<file path="src/rtl/traffic_conflict_monitor.sv">
// Safety stage between the signal controller and the lamp drivers: passes the light vectors
// through one register stage and locks into flashing red on conflicts, bad encodings or stuck lamps.
module traffic_conflict_monitor #(
  parameter int MAX_GREEN     = 60,
  parameter int MAX_RED       = 180,
  parameter int FAULT_CONFIRM = 2,
  parameter int FLASH_HALF    = 1,
  parameter int ALL_RED_HOLD  = 3
) (
  input  logic       clk,
  input  logic       rst,
  input  logic [2:0] north_light_in,
  input  logic [2:0] west_light_in,
  input  logic [2:0] south_light_in,
  input  logic [2:0] east_light_in,
  input  logic       fault_clr,
  output logic [2:0] north_light,
  output logic [2:0] west_light,
  output logic [2:0] south_light,
  output logic [2:0] east_light,
  output logic       fault,
  output logic [2:0] fault_code
);

  localparam int HOLD_W  = $clog2(MAX_RED + 2);
  localparam int CONF_W  = $clog2(FAULT_CONFIRM + 1);
  localparam int FLASH_W = $clog2(FLASH_HALF + 1);
  localparam int REC_W   = $clog2(ALL_RED_HOLD + 1);

  localparam logic [2:0]        RED      = 3'b100;
  localparam logic [2:0]        YELLOW   = 3'b010;
  localparam logic [2:0]        GREEN    = 3'b001;
  localparam logic [HOLD_W-1:0] HOLD_SAT = HOLD_W'(MAX_RED + 1);

  typedef enum logic [1:0] {
    S_PASS,
    S_CONFIRM,
    S_FAILSAFE,
    S_RECOVER
  } state_e;

  typedef enum logic [2:0] {
    CODE_NONE        = 3'b000,
    CODE_CONFLICT    = 3'b001,
    CODE_INVALID     = 3'b010,
    CODE_GY_TIMEOUT  = 3'b011,
    CODE_RED_TIMEOUT = 3'b100
  } code_e;

  // Direction index: 0 north, 1 west, 2 south, 3 east.
  logic [3:0][2:0] light_in;
  assign light_in = {east_light_in, south_light_in, west_light_in, north_light_in};

  state_e                   state_q, state_d;
  code_e                    code_q, code_d;
  logic [3:0][2:0]          lamps_q, lamps_d;
  logic [3:0][2:0]          prev_q;
  logic [3:0][HOLD_W-1:0]   hold_q, hold_d;
  logic [CONF_W-1:0]        confirm_q, confirm_d;
  logic [FLASH_W-1:0]       flash_q, flash_d;
  logic [REC_W-1:0]         rec_q, rec_d;

  logic [3:0] nonred, legal, gy_hit, red_hit;
  code_e      viol_code;
  logic       violation;
  logic       all_red_in;

  // NOTE: every signal driven in an always_comb gets a default first, so no path can infer a latch.
  always_comb begin
    hold_d  = hold_q;
    nonred  = '0;
    legal   = '0;
    gy_hit  = '0;
    red_hit = '0;
    for (int d = 0; d < 4; d++) begin
      if (state_q == S_RECOVER) begin
        hold_d[d] = '0;
      end else if (light_in[d] != prev_q[d]) begin
        hold_d[d] = HOLD_W'(1);
      end else if (hold_q[d] != HOLD_SAT) begin
        hold_d[d] = hold_q[d] + HOLD_W'(1);
      end
      nonred[d]  = (light_in[d] != RED);
      legal[d]   = (light_in[d] == RED) || (light_in[d] == YELLOW) || (light_in[d] == GREEN);
      // The timeout test uses the count including this sample, so a value change never times out.
      gy_hit[d]  = nonred[d] && (int'(hold_d[d]) > MAX_GREEN);
      red_hit[d] = !nonred[d] && (int'(hold_d[d]) > MAX_RED);
    end
  end

  always_comb begin
    viol_code = CODE_NONE;
    if ((nonred[0] | nonred[2]) & (nonred[1] | nonred[3])) begin
      viol_code = CODE_CONFLICT;
    end else if (!(&legal)) begin
      viol_code = CODE_INVALID;
    end else if (|gy_hit) begin
      viol_code = CODE_GY_TIMEOUT;
    end else if (|red_hit) begin
      viol_code = CODE_RED_TIMEOUT;
    end
  end

  assign violation  = (viol_code != CODE_NONE);
  assign all_red_in = (light_in == {4{RED}});

  always_comb begin
    state_d   = state_q;
    code_d    = code_q;
    confirm_d = confirm_q;
    flash_d   = flash_q;
    rec_d     = rec_q;
    lamps_d   = {4{RED}};

    unique case (state_q)
      S_PASS: begin
        if (violation) begin
          confirm_d = CONF_W'(1);
          if (FAULT_CONFIRM <= 1) begin
            state_d = S_FAILSAFE;
            code_d  = viol_code;
            flash_d = FLASH_W'(1);
          end else begin
            state_d = S_CONFIRM;
          end
        end else begin
          lamps_d = light_in;
        end
      end

      S_CONFIRM: begin
        if (violation) begin
          if (int'(confirm_q) + 1 >= FAULT_CONFIRM) begin
            state_d = S_FAILSAFE;
            code_d  = viol_code;
            flash_d = FLASH_W'(1);
          end else begin
            confirm_d = confirm_q + CONF_W'(1);
          end
        end else begin
          state_d = S_PASS;
          lamps_d = light_in;
        end
      end

      S_FAILSAFE: begin
        if (fault_clr && all_red_in) begin
          state_d = S_RECOVER;
          code_d  = CODE_NONE;
          rec_d   = '0;
        end else if (flash_q == FLASH_W'(FLASH_HALF)) begin
          flash_d = FLASH_W'(1);
          lamps_d = (lamps_q[0] == RED) ? '0 : {4{RED}};
        end else begin
          flash_d = flash_q + FLASH_W'(1);
          lamps_d = lamps_q;
        end
      end

      S_RECOVER: begin
        if (rec_q == REC_W'(ALL_RED_HOLD - 1)) begin
          state_d = S_PASS;
        end else begin
          rec_d = rec_q + REC_W'(1);
        end
      end

      default: state_d = S_RECOVER;
    endcase
  end

  // NOTE: sequential state uses non-blocking assignments only, so every register samples pre-edge values.
  always_ff @(posedge clk or negedge rst) begin
    if (!rst) begin
      state_q   <= S_RECOVER;
      code_q    <= CODE_NONE;
      lamps_q   <= {4{RED}};
      prev_q    <= {4{RED}};
      hold_q    <= '0;
      confirm_q <= '0;
      flash_q   <= '0;
      rec_q     <= '0;
    end else begin
      state_q   <= state_d;
      code_q    <= code_d;
      lamps_q   <= lamps_d;
      prev_q    <= light_in;
      hold_q    <= hold_d;
      confirm_q <= confirm_d;
      flash_q   <= flash_d;
      rec_q     <= rec_d;
    end
  end

  assign north_light = lamps_q[0];
  assign west_light  = lamps_q[1];
  assign south_light = lamps_q[2];
  assign east_light  = lamps_q[3];
  assign fault       = (state_q == S_FAILSAFE);
  assign fault_code  = code_q;

endmodule

</file>
<file path="config.mk">
export PLATFORM = sky130hd
export DESIGN_NAME = traffic_conflict_monitor
export DESIGN_NICKNAME = d
export VERILOG_FILES = /design/src/rtl/traffic_conflict_monitor.sv
export SDC_FILE = /design/constraint.sdc
export NUM_CORES = 1
export LEC_CHECK = 0
export ABC_AREA = 1
export CORE_UTILIZATION = 45
export DETAILED_ROUTE_END_ITERATION = 8
export SYNTH_ARGS = -nofsm -noshare
export SYNTH_HDL_FRONTEND = slang
export SYNTH_SLANG_ARGS = --single-unit
</file>
<file path="constraint.sdc">
create_clock -name clk -period 3.1 [get_ports clk]
set_clock_uncertainty 0.2 [all_clocks]
set_input_delay 0.62 -clock clk [delete_from_list [all_inputs] [get_ports clk]]
set_output_delay 0.62 -clock clk [all_outputs]
set_load 0.02 [all_outputs]
</file>
[Word level (Yosys, flattened, before mapping)]
Cells that the tools add are included.
W data, S select, Z words.
Cells by class
  add/sub/neg operators: 8
  multiply operators: 0
  div/mod/pow operators: 0
  $lt $le $gt $ge: 9
  equality and inequality tests: 40
  shift operators: 0
  mux-type cells: 42
  bitwise gates (word level): 3
  reduce and logical (&&, ||, !) cells: 35
Operator list (count)
  $mux W8: 12
  $mux W12: 4
  $add A8 B1 Y8 const B: 4
  $gt A8 B6 Y1 const B: 4
  $gt A8 B8 Y1 const B: 4
  $ne A8 B8 Y1 const B: 4
  $pmux W12 S2: 1
  $mux W3: 7
  $reduce_and A4 Y1: 5
  $mux W2: 9
  $eq A3 B3 Y1 const B: 5
  $ne A3 B3 Y1 const B: 5
  $eq A12 B12 Y1 const B: 1
  $eq A3 B1 Y1 const B: 4
  $eq A3 B2 Y1 const B: 4
  $ne A2 B2 Y1 const B: 6
  $ne A3 B3 Y1: 4
  $logic_and A1 B1 Y1: 9
  $logic_or A1 B1 Y1: 8
  $pmux W2 S2: 2
  $pmux W2 S4: 1
  $reduce_or A4 Y1: 2
  $eq A2 B2 Y1 const B: 3
  $pmux W3 S2: 1
  17 further kinds: 28
Word-level totals
  bits in registers: 66
  latch bits: 0
  memory bits (writable): 0
  bits in read-only memories: 0
  bits of input ports: 15
  memories: 0

[Longest topological paths before layout]
Gate-level depths: netlist of the first run.
  word-level depth: 14
  mapped depth: 19

[Worst setup path before layout of the first run]
OpenSTA, ideal clock, no wires.
  kind: input-to-reg
  start point: input port east_light_in[2]
  end point: register lamps_q (netlist bit east_light[1])
  setup time: 90 ps
  arrival time: 2178 ps
  data required time: 2810 ps
  path slack: 632 ps
  stages: 16
  path buffers: 1
  cell sequence: inv_1 nand2_1 nand2_1 nand2_1 nor2_2 nand3_1 nand2_1 nand2_1 nor2_1 nand2_1 nand3_1 nand2_2 nor3_4 nand2_2 buf_6 o31ai_4
On the way
  word-level cells in the longest chain between the ends: 13
  elaborated cells between the ends (all ways): 30
RTL lines
  start: declaration: RTL line 15  | input logic [2:0] east_light_in,
  $ne A3 B3 Y1: RTL line 78  | end else if (light_in[d] != prev_q[d]) begin
  $mux W8: RTL line 78
  $mux W8: RTL line 76  | if (state_q == S_RECOVER) begin
  $gt A8 B8 Y1: RTL line 87  | red_hit[d] = !nonred[d] && (int'(hold_d[d]) > MAX_RED);
  $logic_and A1 B1 Y1: RTL line 87
  $reduce_or A4 Y1: RTL line 99  | end else if (|red_hit) begin
  $mux W3: RTL line 99
  $mux W3: RTL line 97  | end else if (|gy_hit) begin
  $mux W3: RTL line 95  | end else if (!(&legal)) begin
  $mux W3: RTL line 93  | if ((nonred[0] | nonred[2]) & (nonred[1] | nonred[3])) begin
  $reduce_bool A3 Y1: RTL line 104  | assign violation = (viol_code != CODE_NONE);
  $mux W12: RTL line 117, 132
  $pmux W12 S2: RTL line 115  | unique case (state_q)
  end signal: assignment: RTL line 177  | lamps_q <= {4{RED}};
  end signal: assignment: RTL line 186  | lamps_q <= lamps_d;
  end: declaration: RTL line 56  | logic [3:0][2:0] lamps_q, lamps_d;
Several ways; a longest one is shown, not always the timed one.
A chain may end at the register's enable or synchronous reset.

==> results summary, run 1 <==
The total power of the final layout came out at 2.71 mW. The quantity of I/O buffers inserted on ports came out at 30. The number of maximum-capacitance constraint violations came out at 0. VDD sags by at most 0.333 mV.

In the layout the commonest cells are sky130_fd_sc_hd__nand2_1, sky130_fd_sc_hd__inv_1, sky130_fd_sc_hd__nor2_1. In this run the static leakage power is 2.59 nW. The net switching share of the total power is 34.0%.

The cell sitting at the root of the clock tree is a sky130_fd_sc_hd__clkbuf_8. Setup repair after global routing left no endpoint under its margin. The share of post-route cells with drive strength above 1 is 14.7%. The post-synthesis instance area came out at 0.00403 mm^2. The register bit total from synthesis is 66. The sequential share of the synthesized area came out at 41.3%. The post-route antenna net violation count came out at 0.

The proportion of power drawn by flip-flops and latches came out at 39.8%. The count of hold buffers inserted by post-cts repair is 0. The worst-skew pair later-pin latency is 0.35 ns. The critical path in this run is classified as register to primary output.

The flow ran to the end, and the final reports show no timing, DRC or antenna violations. The CTS H-tree depth is 3. In this run the horizontal extent of the chip is 96.6 um. The ratio of total power to cell area came out at 542 mW/mm^2. The effective utilization at floorplan is 46.4%. The TritonCTS clock tree is done. The clock-pin transition on the worst setup and hold timing paths came out at 0.08 ns. The length of routed wiring on met1 is 4410 um. Leaving out fill and tap cells, the most frequent cell in the layout is sky130_fd_sc_hd__nand2_1. The number of antenna violations at the first check in global routing is 0.

The path class of the tightest hold or removal check is primary input to async pin. STA classifies the critical path startpoint as a register. Global routing used 20.9% of the available tracks across all layers. The number of instances in the synthesized netlist came out at 564. The count of vias placed by the detailed router is 3,649.

The via count of the first global-routing pass is 3,544. Combinational logic burns 30.5% of the power. The placed standard-cell area is 0.00477 mm^2.

The final layout contains 671 nets. Detailed placement finished with a half-perimeter wire length of 7040 um. In the routed design, unresolved DRC markers number 0. The maximum net fanout on the critical path is 7. The average size of a mapped cell is 7.14 um^2. Synthesis produced a netlist with a net count of 589. The number of synthesis warnings came out at 0. The post-route clock period utilization came out at 91.1%.

Routed signal wires occupy layers up through met4. The remaining max-slew budget at the tightest pin came out at 62.2%. The required time of the critical path came out at 2.28 ns. After synthesis, the largest family of logic cells by area is simple AND/OR/NAND/NOR gates. The die covers 0.00933 mm^2. The clock tree buffer depth is 2. The count of inserted antenna diode cells came out at 0. The final estimated routing congestion in global placement came out at 0.828. In this run, the clock network consumes 29.8% of the power. The share of synthesized cell area in and, or, nand and nor gates is 34.7%. The area added between synthesis and finish came out at 24.1%. The maximum number of pins on one net before global-route repair came out at 67.

The distinct cell type count of the synthesized netlist came out at 33. The first global-routing pass estimated 15,700 um of wire. The number of pins exceeding their max-slew limit in the final report came out at 0. The time the final worst path needs with I/O delays and setup is 2.82 ns. In the final routed layout, each cell accounts on average for 11.9 um. The sum of met3 wire segment lengths after detailed routing came out at 237 um. For this run, the detailed router's first-pass iteration total came to 4. Dividing the detail-routed via count by the number of cells gives 4.81.

The detailed router's first-iteration violation count came out at 134. The overflow left after global routing is 0. The number of setup violations in the final report is 0.

The share of the synthesized netlist area taken by xor and xnor gates is 3.88%. The count of final hold-check violations is 0. The arrival time of the worst setup path is 2.00 ns.

The final design area excluding fillers came out at 0.00500 mm^2. The final routed wirelength across all metal layers came out at 9070 um. For this run, the top clock speed supported by timing is 354 MHz. The TritonCTS buffer count is 9. After Yosys synthesis, full adders, half adders and majority gates account for 3.11% of the synthesized area.

The sort of element at the end of the critical path is a primary output. The floorplan row count is 34. The core area came out at 0.00868 mm^2. The length of routed met2 wiring came out at 4230 um. The transition time at the pin with the least slew margin came out at 0.561 ns. The number of setup buffers added after CTS is 0. Pin placement for this block handled 31 I/O pins.

In this run the power spent charging and discharging nets is 919 uW. The area fraction in compound gates after synthesis is 6.87%. The vertical die dimension came out at 96.6 um. The multiplexer area fraction after synthesis is 0%. The total internal power is 1.79 mW. The clock net sink count is 66.
-- synthesized netlist by cell type --
cell type | number | area [um^2]
sky130_fd_sc_hd__a21oi_1 | 12 | 60.1
sky130_fd_sc_hd__a21oi_2 | 1 | 8.76
sky130_fd_sc_hd__a31oi_1 | 1 | 6.26
sky130_fd_sc_hd__buf_2 | 1 | 5.00
sky130_fd_sc_hd__buf_6 | 2 | 22.5
sky130_fd_sc_hd__clkinv_1 | 1 | 3.75
sky130_fd_sc_hd__dfrtp_1 | 56 | 1400
sky130_fd_sc_hd__dfstp_2 | 10 | 263
sky130_fd_sc_hd__ha_1 | 10 | 125
sky130_fd_sc_hd__inv_1 | 96 | 360
sky130_fd_sc_hd__inv_2 | 3 | 11.3
sky130_fd_sc_hd__inv_4 | 1 | 6.26
sky130_fd_sc_hd__nand2_1 | 176 | 661
sky130_fd_sc_hd__nand2_2 | 6 | 37.5
sky130_fd_sc_hd__nand2_4 | 1 | 11.3
sky130_fd_sc_hd__nand3_1 | 48 | 240
sky130_fd_sc_hd__nand3_2 | 1 | 10.0
sky130_fd_sc_hd__nand3b_1 | 3 | 22.5
sky130_fd_sc_hd__nand4_1 | 9 | 56.3
sky130_fd_sc_hd__nor2_1 | 71 | 267
sky130_fd_sc_hd__nor2_2 | 5 | 31.3
sky130_fd_sc_hd__nor3_1 | 1 | 5.00
sky130_fd_sc_hd__nor3_4 | 3 | 48.8
sky130_fd_sc_hd__nor4_1 | 1 | 6.26
sky130_fd_sc_hd__o21ai_0 | 14 | 70.1
sky130_fd_sc_hd__o21ai_1 | 6 | 30.0
sky130_fd_sc_hd__o21bai_2 | 1 | 11.3
sky130_fd_sc_hd__o22ai_1 | 3 | 18.8
sky130_fd_sc_hd__o31ai_1 | 1 | 7.51
sky130_fd_sc_hd__o31ai_4 | 3 | 63.8
sky130_fd_sc_hd__xnor2_1 | 10 | 87.6
sky130_fd_sc_hd__xor2_1 | 6 | 52.6
sky130_fd_sc_hd__xor2_2 | 1 | 16.3
-- per-stage QoR --
stage | cells | TNS [ns] | util [%] | worst slack, ns | hold slack, ns
after floorplan | 564 | 0 | - | 0.632 | 0.124
after global routing | 759 | 0 | 57.6 | 0.0280 | 0.0929
after detailed placement | 743 | -1.18 | 55.0 | -0.105 | 0.260
after global placement | 743 | -1.07 | 55.0 | -0.0917 | 0.266
after CTS | 759 | 0 | 57.5 | 0.250 | 0.0856
final | 759 | 0 | 57.6 | 0.277 | 0.0651
-- state kept, by name (all words and copies together), names as in the netlist, named ones only --
name,count
flash_q,1
rec_q,2
west_light,3
south_light,3
east_light,3
north_light,3
fault_code,3
hold_q,32
state_q,1
confirm_q,2
prev_q,12
-- power groups by stage --
stage / registers [mW] / logic [mW] / clock network, mW
4_1_cts: 1.08 / 0.835 / 0.825
3_3_place_gp: 1.09 / 0.831 / 0
3_5_place_dp: 1.10 / 0.832 / 0
5_1_grt: 1.09 / 0.929 / 0.867
2_1_floorplan: 1.12 / 0.479 / 0
6_report: 1.08 / 0.825 / 0.806
-- area by class of cell --
class | instances | area, um^2
clock inverter | 5 | 77.6
clock buffer | 11 | 141
multi-input combinational | 394 | 1960
inverter | 101 | 382
tap | 108 | 135
timing repair buffer | 74 | 638
sequential | 66 | 1660
fill | 813 | 3680
-- logic make-up after synthesis --
family          Yosys count
compound gates           42
xor+xnor                 17
fa+ha+maj                10
buf+inv                 104
flops                    66
simple gates            325
-- what timing repair did --
action | in CTS | in global routing
setup endpoints to repair | 0 | 4
gates resized for setup | 0 | 1
hold endpoints to repair | 0 | 0
-- per-layer routing --
metal	vias to the layer above	global-route usage, %
met3	16	3.76
met1	1684	27.7
met5	-	0
li1	1909	-
met4	0	9.18
met2	40	33.4
-- worst max-delay path, cell delays in order (launching register included) --
cell                              delay, ns
sky130_fd_sc_hd__dfstp_2               0.56
sky130_fd_sc_hd__buf_4                 0.20
sky130_fd_sc_hd__clkinv_1              0.10
sky130_fd_sc_hd__nor2_1                0.17
sky130_fd_sc_hd__clkdlybuf4s50_1       0.63
-- path summary, 6_finish.rpt --
check                              from       endpoint  slack, ns  cells after the start
max                            register          fault       0.28                      4
min                                 rst     hold_q[24]       0.07                      2
max reg2reg                  state_q[0]  west_light[1]       0.45                     14
min reg2reg                confirm_q[1]   confirm_q[1]       0.27                      2
max in group asynchronous           rst      prev_q[8]       2.28                      2
min in group clk           confirm_q[1]   confirm_q[1]       0.27                      2
(Power assumes the default switching activity.)
==> run 2, diff against run 1 <==
--- a/config.mk
+++ b/config.mk
@@ -6,6 +6,7 @@
 export NUM_CORES = 1
 export LEC_CHECK = 0
 export ABC_AREA = 1
+export CAP_MARGIN = 20
 export CORE_UTILIZATION = 45
 export DETAILED_ROUTE_END_ITERATION = 8
 export SYNTH_ARGS = -nofsm -noshare
==> results of run 2 <==
The final DEF is identical to that of run 1; final timing and power are the same.
==> variant (config.mk and constraints of run 2) <==
Re-encode `state_e` (4 states) as one-hot, 4 bits wide.
--- a/src/rtl/traffic_conflict_monitor.sv
+++ b/src/rtl/traffic_conflict_monitor.sv
@@ -32,11 +32,11 @@
   localparam logic [2:0]        GREEN    = 3'b001;
   localparam logic [HOLD_W-1:0] HOLD_SAT = HOLD_W'(MAX_RED + 1);
 
-  typedef enum logic [1:0] {
-    S_PASS,
-    S_CONFIRM,
-    S_FAILSAFE,
-    S_RECOVER
+  typedef enum logic [3:0] {
+    S_PASS     = 4'b0001,
+    S_CONFIRM  = 4'b0010,
+    S_FAILSAFE = 4'b0100,
+    S_RECOVER  = 4'b1000
   } state_e;
 
   typedef enum logic [2:0] {
Function: no difference found for any inputs over 10 cycles, from zero or initial values and one cycle with rst low; not proved beyond that.
==> variant against run 2 <==
- power shrank 0.67%
- area after synthesis grew 4.9%
- sequential cell count grew 2
- combinational power grew 14%
- count of clock-buffer cells in the layout is the same
- core utilization shrank 0.32 points
- setup slack gained 0.022 ns
- critical endpoint is now west_light[1]
- final area grew 1.9%
- largest cell class unchanged
- wire length grew 4.8%
==> variant: results (changes against run 2) <==
| Metric | Value |
|---|---|
| Post-synth top cells | `nand2_1 (168), inv_1 (103), nor2_1 (64), dfrtp_1 (59), nand3_1 (47) (was nand2_1 (176), inv_1 (96), nor2_1 (71), dfrtp_1 (56), nand3_1 (48))` |
| Port Buffers | `30 (unchanged)` |
| Adder-cell share of the synthesized area | `0.0296 (was 0.0311)` |
| Iteration-0 DRC Markers | `108 (was 134)` |
| CP max FO | `6 (was 7)` |
| RePlAce Congestion | `0.825 (was 0.828)` |
| All-layer global routing usage | `0.213 (was 0.209)` |
| DP Cell Count | `760 (was 743)` |
| First-pass GRT wire length | `16300 µm (was 15700 µm)` |
| Placed Area | `4910 µm² (was 4770 µm²)` |
| Worst vdd ir | `356 µV (was 333 µV)` |
| Non-filler cells, final | `776 (was 759)` |
| CP max stage delay | `0.55 ns (was 0.63 ns)` |
| Number of synthesized flops with an enable pin | `0 (unchanged)` |
| Post-Syn Nets | `615 (was 589)` |
| Status | `finished, final reports clean (unchanged)` |
| Clock net power | `0.000650 W (was 0.000806 W)` |
| Crit path arrival time | `2.86 ns (was 2.00 ns)` |
| Synth cell types | `34 (was 33)` |
| Xor/xnor share of the synthesized area | `0.0352 (was 0.0388)` |
| Relative slew margins | `0.579 (was 0.622)` |
| Number of global-route vias before repair | `3577 (was 3544)` |
| Largest net degree at the start of global routing | `43 (was 67)` |
| Leak pwr | `2.66 nW (was 2.59 nW)` |
| Regs by FF count | `hold_q x32, prev_q x12, state_q x4 (was hold_q x32, prev_q x12)` |
| P_comb | `0.000939 W (was 0.000825 W)` |
| Switching pwr | `0.00103 W (was 0.000919 W)` |
| Mapped Cells | `590 (was 564)` |
| Synth area leaders | `dfrtp_1 (35%), nand2_1 (15%), inv_1 (9.2%) (was dfrtp_1 (35%), nand2_1 (16%), inv_1 (8.9%))` |
| Layout fillers | `864 (was 813)` |
| Share of post-route cells with drive strength above 1 | `0.171 (was 0.147)` |
| Detailed-route via count | `3687 (was 3649)` |
| Proportion of synthesized area in mux cells | `0.00267 (was 0)` |
| Final WL | `9510 µm (was 9070 µm)` |
| Post-synthesis compound-gate area fraction | `0.0569 (was 0.0687)` |
[variant: changes by cell type after synthesis, moves of 5 or more]
cell / run 2 / this run
nand2_1: 176 / 168
a21oi_1: 12 / 7
nor2_2: 5 / 13
nand2_2: 6 / 13
o21ai_1: 6 / 14
nor3_1: 1 / 6
inv_2: 3 / 8
nor2_1: 71 / 64
inv_1: 96 / 103
[variant: cell type report]
cell class / instances / area [µm²] / area share
clock buffers: 11 / 141 / 0.0278
inverters: 112 / 423 / 0.0831
flip-flops and latches: 68 / 1710 / 0.336
multi-input cells: 408 / 2090 / 0.410
clock inverters: 5 / 27.5 / 0.00541
well taps: 108 / 135 / 0.0265
repair buffers: 64 / 563 / 0.111
[variant: logic make-up (layout without fill, tap and decap cells)]
logic type | after synthesis | count (layout)
xor gates and xnor gates | 17 | 17
and+or+nand+nor | 336 | 336
AOI/OAI and AO/OA | 44 | 44
muxes | 1 | 1
DFF | 68 | 68
adders and majority gates | 10 | 10
buffers and inverters | 114 | 192
[variant: final timing paths]
path	startpoint	end	slack [ns]	cells past startpoint
setup / recovery	south_light_in[1]	west_light[1]	0.30	17
min in group clk	fault_code[2]	fault_code[2]	0.28	2
hold / removal	rst	hold_q[12]	0.09	1
max in group asynchronous	rst	prev_q[2]	1.92	2
setup reg to reg	hold_q[0]	south_light[2]	0.50	15
hold reg to reg	fault_code[2]	fault_code[2]	0.28	2
[variant: layer usage]
metal	routed length, µm	vias to the layer above	global-route usage
met5	0	-	0
met1	4610	1673	0.280
met2	4620	40	0.365
li1	-	1968	-
met4	61	0	0.0677
met3	210	6	0.0298
[variant: critical path, delay by kind of cell]
kind / cells / cell delay (ns)
and+or+nand+nor: 15 / 1.53
AOI/OAI and AO/OA: 1 / 0.17
buffers and inverters: 1 / 0.55
